--- src/rtl/calc_pkg.sv ---
// Shared op-code enumeration, radix constants and control state for the RPN stack.
package calc_pkg;

    typedef enum logic [2:0] {
        OP_NOP   = 3'd0,
        OP_DIGIT = 3'd1,
        OP_PUSH  = 3'd2,
        OP_ADD   = 3'd3,
        OP_SUB   = 3'd4,
        OP_MUL   = 3'd5,
        OP_SWAP  = 3'd6,
        OP_CLEAR = 3'd7
    } op_e;

    localparam int unsigned RADIX_DEC = 10;
    localparam int unsigned RADIX_HEX = 16;

    typedef enum logic {
        ST_IDLE = 1'b0,
        ST_MUL  = 1'b1
    } state_e;

endpackage

--- src/rtl/rpn_mul_seq.sv ---
// Iterative shift-add multiplier: one multiplier bit per cycle, done flags the final step.
// Only compiled when RPN_STACK_MUL_EN is defined.
`ifdef RPN_STACK_MUL_EN
module rpn_mul_seq #(
    parameter int WIDTH = 32
) (
    input  logic             clock,
    input  logic             reset,
    input  logic             start,
    input  logic [WIDTH-1:0] a,
    input  logic [WIDTH-1:0] b,
    output logic             done,
    output logic [WIDTH-1:0] product
);
    localparam int SW = $clog2(WIDTH + 1);

    logic             busy;
    logic [WIDTH-1:0] mcand;
    logic [WIDTH-1:0] mplier;
    logic [WIDTH-1:0] acc;
    logic [SW-1:0]    step;

    // product is the accumulator after the current step, so the last step can be written back directly
    assign product = acc + (mplier[0] ? mcand : '0);
    assign done    = busy && (step == SW'(WIDTH - 1));

    always_ff @(posedge clock) begin
        if (!reset) begin
            busy   <= 1'b0;
            mcand  <= '0;
            mplier <= '0;
            acc    <= '0;
            step   <= '0;
        end else if (start) begin
            busy   <= 1'b1;
            mcand  <= a;
            mplier <= b;
            acc    <= '0;
            step   <= '0;
        end else if (busy) begin
            acc    <= product;
            mcand  <= mcand << 1;
            mplier <= mplier >> 1;
            step   <= step + SW'(1);
            if (done)
                busy <= 1'b0;
        end
    end

endmodule
`endif

--- src/rtl/rpn_stack.sv ---
// RPN calculator stack with digit entry, add/sub/swap/clear and sticky error.
// Define RPN_STACK_MUL_EN to enable the sequential WIDTH-cycle MUL.
module rpn_stack
    import calc_pkg::*;
#(
    parameter int WIDTH = 32,
    parameter int DEPTH = 8
) (
    input  logic                       clock,
    input  logic                       reset,
    input  logic                       op_valid,
    output logic                       op_ready,
    input  logic [2:0]                 op_code,
    input  logic [3:0]                 digit,
    input  logic                       hex_mode,
    output logic [WIDTH-1:0]           top,
    output logic [WIDTH-1:0]           next,
    output logic [$clog2(DEPTH+1)-1:0] count,
    output logic                       error
);
    localparam int CW = $clog2(DEPTH + 1);

    state_e           state;
    state_e           state_nxt;
    logic [WIDTH-1:0] stk     [DEPTH];
    logic [WIDTH-1:0] stk_nxt [DEPTH];
    logic [CW-1:0]    cnt_q;
    logic [CW-1:0]    cnt_nxt;
    logic             err_q;
    logic             err_nxt;

    logic             accept;
    logic             mul_go;
    logic             mul_done;
    logic [WIDTH-1:0] mul_product;

    logic [4:0]       radix;
    logic [WIDTH+4:0] dig_wide;
    logic             dig_bad;
    logic             do_pop;
    logic [WIDTH-1:0] pop_val;

    assign accept = op_valid && op_ready;

`ifdef RPN_STACK_MUL_EN
    assign mul_go = accept && (op_e'(op_code) == OP_MUL) && (cnt_q >= CW'(2));

    rpn_mul_seq #(.WIDTH(WIDTH)) u_mul (
        .clock   (clock),
        .reset   (reset),
        .start   (mul_go),
        .a       (stk[1]),
        .b       (stk[0]),
        .done    (mul_done),
        .product (mul_product)
    );
`else
    assign mul_go      = 1'b0;
    assign mul_done    = 1'b0;
    assign mul_product = '0;
`endif

    always_ff @(posedge clock) begin
        if (!reset)
            state <= ST_IDLE;
        else
            state <= state_nxt;
    end

    always_comb begin
        state_nxt = state;
        case (state)
            ST_IDLE: if (mul_go)   state_nxt = ST_MUL;
            ST_MUL:  if (mul_done) state_nxt = ST_IDLE;
            default: state_nxt = ST_IDLE;
        endcase
    end

    always_comb begin
        op_ready = (state == ST_IDLE);
    end

    // width-extended digit accumulation exposes overflow in the upper five bits
    assign radix    = hex_mode ? 5'(RADIX_HEX) : 5'(RADIX_DEC);
    assign dig_wide = ({5'd0, stk[0]} * {{WIDTH{1'b0}}, radix}) + {{(WIDTH+1){1'b0}}, digit};
    assign dig_bad  = ({1'b0, digit} >= radix) || (|dig_wide[WIDTH+4:WIDTH]);

    always_comb begin
        stk_nxt = stk;
        cnt_nxt = cnt_q;
        err_nxt = err_q;
        do_pop  = 1'b0;
        pop_val = '0;
        if (state == ST_MUL) begin
            if (mul_done) begin
                do_pop  = 1'b1;
                pop_val = mul_product;
            end
        end else if (op_valid) begin
            case (op_e'(op_code))
                OP_DIGIT: begin
                    if (dig_bad)
                        err_nxt = 1'b1;
                    else
                        stk_nxt[0] = dig_wide[WIDTH-1:0];
                end
                OP_PUSH: begin
                    if (cnt_q == CW'(DEPTH)) begin
                        err_nxt = 1'b1;
                    end else begin
                        for (int unsigned i = 1; i < DEPTH; i++)
                            stk_nxt[i] = stk[i-1];
                        stk_nxt[0] = '0;
                        cnt_nxt    = cnt_q + CW'(1);
                    end
                end
                OP_ADD, OP_SUB: begin
                    if (cnt_q < CW'(2)) begin
                        err_nxt = 1'b1;
                    end else begin
                        do_pop  = 1'b1;
                        pop_val = (op_e'(op_code) == OP_ADD) ? (stk[1] + stk[0]) : (stk[1] - stk[0]);
                    end
                end
                OP_MUL: begin
                    // the enabled path only raises error here; the operation itself runs in ST_MUL
                    if (!mul_go)
                        err_nxt = 1'b1;
                end
                OP_SWAP: begin
                    if (cnt_q < CW'(2)) begin
                        err_nxt = 1'b1;
                    end else begin
                        stk_nxt[0] = stk[1];
                        stk_nxt[1] = stk[0];
                    end
                end
                OP_CLEAR: begin
                    for (int unsigned i = 0; i < DEPTH; i++)
                        stk_nxt[i] = '0;
                    cnt_nxt = CW'(1);
                    err_nxt = 1'b0;
                end
                default: ;
            endcase
        end

        if (do_pop) begin
            stk_nxt[0] = pop_val;
            for (int unsigned i = 1; i < DEPTH - 1; i++)
                stk_nxt[i] = stk[i+1];
            stk_nxt[DEPTH-1] = '0;
            cnt_nxt = cnt_q - CW'(1);
        end
    end

    always_ff @(posedge clock) begin
        if (!reset) begin
            for (int unsigned i = 0; i < DEPTH; i++)
                stk[i] <= '0;
            cnt_q <= CW'(1);
            err_q <= 1'b0;
        end else begin
            stk   <= stk_nxt;
            cnt_q <= cnt_nxt;
            err_q <= err_nxt;
        end
    end

    assign top   = stk[0];
    assign next  = stk[1];
    assign count = cnt_q;
    assign error = err_q;

endmodule

--- config.mk ---
export PLATFORM = sky130hd
export DESIGN_NAME = rpn_stack
export DESIGN_NICKNAME = d
export VERILOG_FILES = /design/src/rtl/calc_pkg.sv /design/src/rtl/rpn_mul_seq.sv /design/src/rtl/rpn_stack.sv
export SDC_FILE = /design/constraint.sdc
export NUM_CORES = 1
export LEC_CHECK = 0
export CORE_MARGIN = 3
export CORE_UTILIZATION = 37
export DETAILED_ROUTE_END_ITERATION = 8
export GPL_TIMING_DRIVEN = 0
export PLACE_DENSITY = 0.55
export SLEW_MARGIN = 5
export SYNTH_ARGS = -nofsm -noshare
export SYNTH_HDL_FRONTEND = slang
export SYNTH_SLANG_ARGS = --single-unit
--- constraint.sdc ---
create_clock -name clock -period 13.6 [get_ports clock]
set_input_delay 4.08 -clock clock [delete_from_list [all_inputs] [get_ports clock]]
set_output_delay 4.08 -clock clock [all_outputs]
set_load 0.01 [all_outputs]
# ---- Word level (Yosys, flattened, before mapping)
# Cells that the tools add are included.
dict set report totals {
  reg_bits 262
  out_inout_bits 70
}
dict set report classes {
  add_sub_neg 5
  mul 1
  magnitude_cmp 2
  eq_ne 16
  mux 29
  bitwise 2
  n_reduce_logical 16
}
# operator n
set ops {}
lappend ops {{two-way mux 256 bit} 4}
lappend ops {{case mux 192 bit (2 select lines)} 1}
lappend ops {{two-way mux 32 bit} 6}
lappend ops {{case mux 32 bit (4 select lines)} 1}
lappend ops {{case mux 32 bit (3 select lines)} 1}
lappend ops {{two-way mux 64 bit} 1}
lappend ops {{adder 37 x 4 -> 37 bit} 1}
lappend ops {{multiplier 32 x 5 -> 37 bit} 1}
lappend ops {{adder 32 bit} 1}
lappend ops {{subtractor 32 bit} 1}
lappend ops {{two-way mux 4 bit} 4}
lappend ops {{== test 3 bit, second input constant} 4}
lappend ops {{AND reduction 6 bit} 2}
lappend ops {{nonzero test 5 bit} 2}
lappend ops {{!= test 3 bit, second input constant} 3}
lappend ops {{case mux 4 bit (2 select lines)} 1}
lappend ops {{AND reduction 4 bit} 2}
lappend ops {{two-way mux 1 bit} 7}
lappend ops {{== test 3 x 2 -> 1 bit, second input constant} 2}
lappend ops {{!= test 2 bit, second input constant} 3}
lappend ops {{>= comparator 4 x 5 -> 1 bit} 1}
lappend ops {{two-way mux 5 bit} 1}
lappend ops {{case mux 1 bit (5 select lines)} 1}
lappend ops {{AND reduction 5 bit} 1}
lappend ops {{other kinds (15)} 19}

# ---- Logic depth before layout (Yosys ltp)
dict set report logic_depth {
  word_depth 10
  depth_mapped 19
  ltp_nobuf 17
}

# ---- Least setup slack after synthesis
# Ideal clock, no wire load.
dict set report synth_path {
  path_type {input to register}
  from {in hex_mode}
  to {reg stk, in the netlist top[16]}
  setup_ps 134
  t_arrival_ps 8183
  t_required_ps 13466
  slack_ps 5283
  stages 18
  n_path_buf 4
  path_cell_list {clkbuf_1 -> clkbuf_1 -> a21boi_0 -> fa_1 -> inv_1 -> ha_1 -> ha_1 -> clkbuf_1 -> nand2_1 -> or3_1 -> or3_1 -> a211oi_2 -> o31a_2 -> o2111ai_4 -> o31a_4 -> nor2_8 -> buf_4 -> a211oi_1}
}
dict set report synth_between {
  elab_chain_cells 8
  elab_cells_between_ends 13
  cone_classes {1 x add/sub; 1 x mul; 1 x order compare; 1 x eq/ne; 6 x mux; 3 x reduce/logical}
}
# element line_no
set synth_lines {}
lappend synth_lines {{from (decl)} rpn_stack.sv:15} ;# input logic hex_mode,
lappend synth_lines {{two-way mux 5 bit *} rpn_stack.sv:84} ;# assign radix = hex_mode ? 5'(RADIX_HEX) : 5'(RADIX_DEC);
lappend synth_lines {{multiplier 32 x 5 -> 37 bit} rpn_stack.sv:85} ;# assign dig_wide = ({5'd0, stk[0]} * {{WIDTH{1'b0}}, radix}) + {{(WIDTH+1){1'b0}}, digit};
lappend synth_lines {{adder 37 x 4 -> 37 bit} rpn_stack.sv:85}
lappend synth_lines {{two-way mux 32 bit} rpn_stack.sv:102} ;# if (dig_bad)
lappend synth_lines {{case mux 32 bit (4 select lines)} rpn_stack.sv:100} ;# case (op_e'(op_code))
lappend synth_lines {{two-way mux 256 bit} rpn_stack.sv:99} ;# end else if (op_valid) begin
lappend synth_lines {{two-way mux 256 bit} rpn_stack.sv:94} ;# if (state == ST_MUL) begin
lappend synth_lines {{two-way mux 256 bit} rpn_stack.sv:148} ;# if (do_pop) begin
lappend synth_lines {{to (signal assigned)} rpn_stack.sv:164} ;# stk <= stk_nxt;
lappend synth_lines {{to (decl)} rpn_stack.sv:25} ;# logic [WIDTH-1:0] stk [DEPTH];
# Every way passes the cells marked *; elsewhere a longest branch is shown, timed or not. The select of a mux whose other input is x is not followed.
# A chain may end at the register's enable or synchronous reset.

# ---- Worst setup path after layout
dict set report layout_path {
  from {in hex_mode}
  to {reg stk, in the netlist top[2]}
}
# The elaborated chain is that of the path after synthesis.

==> summary.md <==
| Metric | Value |
|---|---|
| Run status | complete, no violations |
| Synth-to-Final Area Change | 14.64% |
| Hold Vio Cnt, Final | 0 |
| Synth top area share | 29.48% |
| Final Max Slew Viols | 0 |
| Fmax | 98.03 MHz |
| LEAKAGE | 7.279 nW |
| Port bufs | 79 |
| DR pass1 iterations | 5 |
| CTS sink cnt | 261 |
| Seq cells post-synth | 261 |
| Fin nets | 2659 |
| Number of buffers and inverters on the critical path | 7 |
| Util after Layout | 43.28% |
| R2R setup slack | 7890 ps |
| Die Ht | 224.9 um |
| CP max stage cell | clkdlybuf4s50_1 |
| Crit path kind | primary input to register |
| Largest net degree at the start of global routing | 15 |
| Combinational Power Share | 27.1% |
| Detailed Place HPWL | 51020 um |
| Starting density of the core | 37.75% |
| CTS buffer count | 29 |
| Clk_lat worst skew | 570 ps |
| Setup_tns | 0 ps |
| Final worst path period share | 75.01% |
| Delay of the slowest cell on the worst path | 740 ps |
| Dpl ws | 2820 ps |
| Final min period | 10200 ps |
| Final WL | 62760 um |
| Critical path required time | 14000 ps |
| DP Area | 19350 um2 |
| Clock power frac | 36.3% |
| Diode count | 0 |
| Clock transition at the registers of the reported paths | 60 ps |
| Initial antenna violation count | 0 |
| Gpl congestion | 0.9343 |
| Worst clock skew | 20.08 ps |
| Syn Area/Cell | 7.440 um2 |
| Die X | 224.9 um |
| Post-CTS Repair Setup Buffers | 0 |
| Hold Buf Count CTS | 0 |
| Post-synthesis async set-or-reset flop share | 0% |
| Post-CTS Resized | 0 |
| Maximum vdd ir drop | 0.07844 mV |
| Least-Margin Pin Slew | 1174 ps |
| Sequential share of power | 36.6% |
| Root Driver | clkbuf_16 |
| Top-level port count | 81 |
| Crit-path max FO | 10 |
| Area of the core | 46950 um2 |
| Global Route Usage Sum | 24.34% |
| Endpoints failing setup | 0 |
| Cell taking the most area after synthesis | dfxtp_1 |
| Max-cap viol count | 0 |
| WL/cell | 19.99 um |
| Yosys cell types | 82 |
| RSZ-0062 raised after global routing | false |
| Clock tree buffer depth | 3 |
| Most frequent CP cell | clkbuf_1 |
| Overall die area | 50560 um2 |
| Synth Warn # | 0 |
| Hold Slack | 451.7 ps |
| WP data arrival | 10600 ps |
| Slew Limit Headroom | 20.91% |
| Post-Syn Area | 17720 um2 |
| Post-Synthesis Cells | 2382 |
| Residual DRC | 0 |
| Initial DRC count | 1218 |
| Top delay family on crit path | buffers and inverters |
| Vias | 17.29k |
| DR vias/cell | 5.507 |
| CP Cell Sequence | clkdlybuf4s50_1, clkbuf_1, clkbuf_1, a21boi_0, fa_1, inv_1, ha_1, ha_1, clkbuf_1, a21oi_1, and2_1, clkbuf_1, o31ai_1, a21oi_2, o21ai_0, o31ai_1, o31a_4, nor2_8, buf_4, a211oi_1 |
| Switching portion of total power | 32.84% |
| Final instance area | 20320 um2 |
| Fillers | 4850 |
| CTS tree | yes |
| Vias in the first global route | 17.22k |
| Row count | 79 |
| Pwr dens | 108.8 nW/um2 |
| Most used DFF post-synth | dfxtp_1 |
| H-tree levels | 1 |
| Critical path startpoint category | primary input |
| Post-synth EDFFs | 0 |
| Total gr overflow | 0 |
| Worst Setup End Kind | register |
| Final ANT Viol Nets | 0 |
| Top cells by area, synth | dfxtp_1, nand2_1, ha_1, a31oi_1, nand3_1 |
| Int Power | 0.001484 W |
| First-pass GRT wire length | 97250 um |
| Setup WS post-layout | 3399 ps |
| Sequential element share of the synthesized area | 29.48% |
| P_sw | 0.0007260 W |
| Layout cells sized above 1 | 5.567% |
| HP Class | register to register |
==> kinds of logic after synthesis <==
| kind of cell | count (synthesis) | synth area share [%] |
|---|---|---|
| buffers and inverters | 325 | 8.422 |
| xor gates and xnor gates | 77 | 3.805 |
| and+or+nand+nor | 895 | 22.56 |
| muxes | 6 | 0.3389 |
| DFF | 261 | 29.48 |
| AOI/OAI and AO/OA | 680 | 24.73 |
| adders and majority gates | 136 | 10.62 |
| other | 2 | 0.04237 |
==> Yosys cell counts, types with 46 or more instances <==
| master | number |
|---|---|
| dfxtp_1 | 261 |
| ha_1 | 112 |
| inv_1 | 55 |
| a31oi_1 | 169 |
| buf_4 | 69 |
| xnor2_1 | 46 |
| a211oi_1 | 67 |
| nor2_1 | 90 |
| clkbuf_1 | 181 |
| o21ai_0 | 65 |
| a21oi_1 | 195 |
| nand3_1 | 208 |
| nand2_1 | 461 |
==> cells in the final DEF, fill, tap and decap left out, types with 8 or more instances in the layout <==
cell,n
nand2_1,461
dfxtp_1,261
nand3_1,208
a21oi_1,195
clkbuf_1,185
a31oi_1,169
ha_1,112
nor2_1,90
clkdlybuf4s50_1,79
buf_4,69
a211oi_1,67
o21ai_0,65
inv_1,55
xnor2_1,46
a21o_1,34
a22oi_1,34
xor2_1,31
clkbuf_16,29
fa_1,24
nor3_1,23
conb_1,22
nor2b_1,21
o31ai_1,16
nand4_1,15
or3_1,15
buf_1,12
a21boi_0,11
nand2b_1,10
o21a_1,10
o21bai_1,9
nor4_1,8
nor3b_1,8
o211ai_1,8
==> stage by stage <==
stage	total power, W	instances
2_1_floorplan	0.001236	2402
3_3_place_gp	0.001413	3088
3_5_place_dp	0.001416	3088
4_1_cts	0.002223	3140
5_1_grt	0.002320	3140
6_report	0.002210	3140
==> power by group through the flow <==
stage	clock network [W]	logic, W	registers (W)
finish	0.000802	0.000600	0.000808
CTS	0.000820	0.000596	0.000807
global route	0.000848	0.000662	0.000809
floorplan	0	0.000429	0.000807
detailed placement	0	0.000591	0.000824
global placement	0	0.000588	0.000825
==> worst min-delay path, stage by stage (launching register included) <==
cell     delay (ps)
dfxtp_1         310
nand2_1          50
a21oi_1          50
==> layer usage <==
layer / share of wire [%] / up-vias / track usage (%) / routed length [um]
met5: 0 / - / 0 / 0
met4: 4.2 / 0 / 9.740 / 2652
met3: 4.5 / 108 / 2.715 / 2837
met2: 48 / 450 / 42.67 / 29810
met1: 44 / 8005 / 30.59 / 27460
li1: - / 8729 / - / -
==> final timing paths <==
kind,from,end,cells after the start
setup / recovery,hex_mode,top[2],20
hold / removal,stk[26],stk[26],2
setup reg to reg,top[12],top[2],19
hold reg to reg,stk[26],stk[26],2
==> flip-flops by register name, summed over array words and instances, names as in the netlist <==
name and cells:
count 4, top 32, stk 192, next 32, error 1
==> layout make-up <==
type	instances	area (um2)	area share, %
Clock inverter	14	160.2	0.7882
Multi-Input combinational cell	1816	11080	54.54
Timing Repair Buffer	79	790.8	3.892
Buffer	268	1279	6.294
Clock buffer	38	809.5	3.984
Sequential cell	261	5225	25.72
Inverter	57	214.0	1.053
Tap cell	607	759.5	3.738
Power figures use the tool's default switching activity.
